==> config.mk <==
export PLATFORM = sky130hd
export DESIGN_NAME = fwft_rd_ctrl
export DESIGN_NICKNAME = d
export VERILOG_FILES = /design/src/rtl/fifo_pkg.sv /design/src/rtl/fwft_rd_ctrl.sv
export SDC_FILE = /design/constraint.sdc
export NUM_CORES = 1
export LEC_CHECK = 0
export ABC_AREA = 1
export BUFFER_PORTS_ARGS = -buffer_cell sky130_fd_sc_hd__buf_2
export CORE_MARGIN = 5
export CORE_UTILIZATION = 35
export DETAILED_ROUTE_END_ITERATION = 16
export PLACE_DENSITY = 0.61
export SLEW_MARGIN = 40
export SYNTH_ARGS = -nofsm -noshare
export SYNTH_HDL_FRONTEND = slang
export SYNTH_SLANG_ARGS = --single-unit
==> constraint.sdc <==
create_clock -name clk -period 2.5 [get_ports clk]
set_clock_uncertainty 0.15 [all_clocks]
set_input_delay 0.125 -clock clk [delete_from_list [all_inputs] [get_ports clk]]
set_output_delay 0.125 -clock clk [all_outputs]
set_load 0.1 [all_outputs]
==> src/rtl/fifo_pkg.sv <==
// Shared FWFT FIFO definitions: pointer type, read-side state encoding and occupancy helper.
// Both the read- and write-side controllers import this so they agree on pointer wrap encoding.
package fifo_pkg;

  localparam int unsigned FIFO_ADDR_WIDTH = 4;
  localparam int unsigned FIFO_PTR_WIDTH  = FIFO_ADDR_WIDTH + 1;

  typedef logic [FIFO_PTR_WIDTH-1:0] ptr_t;

  // out_valid is the state bit, so the encoding is fixed rather than left to the tool
  typedef enum logic {
    EMPTY = 1'b0,
    VALID = 1'b1
  } rd_state_e;

  // Occupancy between two wrap-bit pointers of width ptr_w, modulo 2**ptr_w.
  function automatic logic [31:0] ptr_diff(input logic [31:0] a,
                                           input logic [31:0] b,
                                           input int unsigned ptr_w);
    logic [31:0] mask;
    mask = (32'd1 << ptr_w) - 32'd1;
    return (a - b) & mask;
  endfunction

endpackage

==> src/rtl/fwft_rd_ctrl.sv <==
// Read-side controller of the FWFT FIFO: owns rd_ptr and prefetches the head word into
// an output register so data falls through with a valid/ready handshake.
module fwft_rd_ctrl
  import fifo_pkg::*;
#(
  parameter int unsigned DATA_WIDTH = 32,
  parameter int unsigned ADDR_WIDTH = 4
) (
  input  logic                  clk,
  input  logic                  arst,
  input  logic [ADDR_WIDTH:0]   wr_ptr,
  output logic [ADDR_WIDTH-1:0] rd_addr,
  input  logic [DATA_WIDTH-1:0] rd_data,
  output logic [ADDR_WIDTH:0]   rd_ptr,
  input  logic                  flush,
  output logic [DATA_WIDTH-1:0] out_data,
  output logic                  out_valid,
  input  logic                  out_ready,
  output logic [ADDR_WIDTH+1:0] level
);

  localparam int unsigned PTR_W = ADDR_WIDTH + 1;
  localparam int unsigned LVL_W = ADDR_WIDTH + 2;

  rd_state_e state;
  rd_state_e state_nxt;
  logic      mem_ne;
  logic      load;

  assign mem_ne    = (wr_ptr != rd_ptr);
  assign rd_addr   = rd_ptr[ADDR_WIDTH-1:0];
  assign out_valid = (state == VALID);
  assign level     = LVL_W'(ptr_diff(32'(wr_ptr), 32'(rd_ptr), PTR_W)) + LVL_W'(out_valid);

  // Flush wins over load; a stalled VALID word keeps everything frozen.
  always_comb begin
    state_nxt = state;
    load      = 1'b0;
    if (flush) begin
      state_nxt = EMPTY;
    end else begin
      case (state)
        EMPTY: begin
          if (mem_ne) begin
            load      = 1'b1;
            state_nxt = VALID;
          end
        end
        VALID: begin
          if (out_ready) begin
            if (mem_ne) begin
              load      = 1'b1;
              state_nxt = VALID;
            end else begin
              state_nxt = EMPTY;
            end
          end
        end
        default: state_nxt = EMPTY;
      endcase
    end
  end

  // Flush jumps rd_ptr to the sampled wr_ptr, so a same-cycle write survives.
  always_ff @(posedge clk or posedge arst) begin
    if (arst) begin
      state    <= EMPTY;
      rd_ptr   <= '0;
      out_data <= '0;
    end else begin
      state <= state_nxt;
      if (flush) begin
        rd_ptr <= wr_ptr;
      end else if (load) begin
        rd_ptr   <= rd_ptr + PTR_W'(1);
        out_data <= rd_data;
      end
    end
  end

endmodule

==> qor.txt <==
f_max: 402 MHz
Hold EP: rd_ptr[4]
hold crit path type: input port to flip-flop
critical path type: flip-flop to output port
Min Hold Slack: 0.0261 ns
sequential share of the synthesized area: 0.443
GPL Wtd Cong: 0.773
Ant. Diodes: 0
Clk pwr share: 0.127
die width: 88.3 um
Final Cycle Share: 0.996
Synth area leader: dfrtp_1
Initial DRC Count: 57
RSZ-0062 raised after global routing: yes
core area: 5960 um2
status: finished clean
Hold Crit Start: wr_ptr[4]
Static Leakage: 1.75 nW
clock tree buffer depth: 2
fin crit period: 2.49 ns
clock transition at the registers of the reported paths: 0.07 ns
top cell type's share of synthesized area: 0.443
# DRC: 0
Setup crit end kind: output port
Cell Area, Synth: 2150 um2
Yosys reg bits: 38
startpoint types: flip-flop
io pins: 89
Vias: 1964
critical path required time: 2.23 ns
Initial Util: 0.360
share of post-route cells with drive strength above 1: 0.444
FP Rows: 28
Maximum Capacitance Violations: 0
H-tree levels: 2
combinational power share: 0.626
Die ar.: 7800 um2
CP Data Arrival Time: 2.22 ns
GRT Total Usage: 0.142
Num CTS Buffers: 5
switch share: 0.570
PD cells: 1020 nW/um2
Pre-antenna DRT Iters: 4
CP startpoint: rd_ptr[0]
Net Sw Power: 1.86 mW
initial antenna violation count: 0
Max Slew Vio Count: 0
Mapped Avg Cell Area: 8.52 um2
GRT Residual Overflow: 0
VDD IR max: 0.557 mV
Synth Net Count: 301
pin count of the biggest net entering global routing: 44
Synth warnings: 0
vias in the first global route: 1943
post-DR wirelength/cell: 11.9 um
TritonCTS clock tree: yes
Hold Vio Cnt, Final: 0
Rel. slew slack: 0.668
ANT nets after route: 0
PortBufs: 88
reg-to-reg slack, setup: 0.49 ns
CTS Sinks: 38
internal power: 1.41 mW
FF-to-FF Start: rd_ptr[2]
Detailed Place HPWL: 3640 um
Worst Tran Pin Value: 0.502 ns
Area growth, synth to finish: 49.9%
# nets final: 424
Root Buffer: clkbuf_8
ranking of synthesized cells by area: dfrtp_1 44%, o21ai_2 13%, nand2_1 12%
RR Endpoint: out_data[6]
Mapped Cells: 252
Distinct cells, synth: 20
first-pass GRT wire length: 8750 um
setup violators final: 0
total wire length: 5350 um
crit path max fanout: 3
Cells on Worst Hold Path: 5
Pwr Total: 3.27 mW
latest clock arrival within the worst-skew pair: 0.28 ns
sequential power share: 0.246
die height: 88.3 um
Via density: 4.37
path depth of the worst reg2reg path: 9
-- cell type report --
type / instances / area (um2)
inverter: 50 / 190
tap: 75 / 93.8
sequential: 38 / 963
clock buffer: 6 / 82.6
fill: 553 / 2740
timing repair buffer: 128 / 926
multi-input combinational: 152 / 961
-- cell usage in the layout, fill, tap and decap left out, types with 2 or more instances in the layout --
cell type	Yosys	layout
dfrtp_4	0	3
dfrtp_1	38	34
nor2_2	1	2
dlygate4sd3_1	0	34
o21ai_2	32	32
buf_2	2	83
a21oi_2	0	2
buf_4	4	4
inv_2	2	3
ha_1	7	5
nand4_1	2	2
o21ai_0	3	3
nand2_2	11	13
nand3_2	0	2
nor2_4	0	3
nand3_1	17	15
clkbuf_8	0	6
inv_1	48	46
nand2_1	69	66
buf_12	1	7
-- layer usage --
layer / share of wire / routed length (um) / vias to the layer above / GRT usage
li1: - / - / 1011 / -
met1: 0.42 / 2270 / 884 / 0.186
met2: 0.49 / 2600 / 64 / 0.233
met3: 0.079 / 421 / 5 / 0.0400
met4: 0.011 / 57 / 0 / 0.0371
met5: 0 / 0 / - / 0
-- sequential cells by signal, summed over array words and instances (netlist names) --
| register | flops |
|---|---|
| out_valid | 1 |
| rd_ptr | 5 |
| out_data | 32 |
-- worst max-delay path, stage by stage (launching register included) --
cell and delay [ns]:
dfrtp_4 0.43, ha_4 0.14, inv_4 0.03, fa_1 0.54, ha_2 0.21, inv_2 0.05
nor2_4 0.13, nand3_2 0.09, nand2_2 0.09, nand2_4 0.05, buf_12 0.16
-- Yosys cell counts --
library cell / instances
nand2_1: 69
inv_1: 48
dfrtp_1: 38
o21ai_2: 32
nand3_1: 17
nand2_2: 11
ha_1: 7
buf_6: 5
buf_4: 4
nor2_1: 4
a21oi_1: 3
o21ai_0: 3
buf_2: 2
inv_2: 2
nand4_1: 2
buf_12: 1
fa_1: 1
nand3_4: 1
nor2_2: 1
xnor2_1: 1
-- what timing repair did --
item,4_1_cts,5_1_grt
hold buffers,34,0
gates cloned,0,0
endpoints found under the setup margin,2,3
endpoints found under the hold margin,71,0
buffers inserted,1,1
pin swaps,0,6
resized for setup,4,10
-- how the worst max path moves through the flow --
stage               endpoint  depth (start not counted)  slack (ns)
detailed placement  level[4]                         10        0.13
floorplan           level[4]                          8       0.006
finish              level[4]                         10        0.01
global route        level[4]                         10       -0.05
CTS                 level[4]                         10        0.01
global placement    level[4]                         10        0.20
-- power groups by stage --
stage	sequential (mW)	combinational [mW]	clock, mW
2_1_floorplan	1.58	0.831	0
3_3_place_gp	0.815	1.95	0
3_5_place_dp	0.817	1.96	0
4_1_cts	0.803	2.02	0.439
5_1_grt	0.822	2.15	0.462
6_report	0.805	2.05	0.417
-- cells by family (layout without fill, tap and decap cells) --
group / count (synthesis) / after routing / share of synthesized area
fa+ha+maj: 8 / 8 / 0.0501
simple gates: 105 / 105 / 0.216
compound gates: 38 / 38 / 0.145
xor+xnor: 1 / 1 / 0.00408
flops: 38 / 38 / 0.443
buf+inv: 62 / 184 / 0.142
-- per-stage QoR --
step / cells / cell area, um2 / util / TNS (ns) / setup WS, ns
final: 449 / 3220 / 0.540 / 0 / 0.00960
after global routing: 449 / 3220 / 0.540 / -0.0741 / -0.0492
after CTS: 448 / 3170 / 0.533 / 0 / 0.0101
after detailed placement: 407 / 2730 / 0.459 / 0 / 0.126
after global placement: 407 / 2730 / 0.459 / 0 / 0.201
after floorplan: 252 / 2180 / - / 0 / 0.00643
Power figures use the tool's default switching activity.
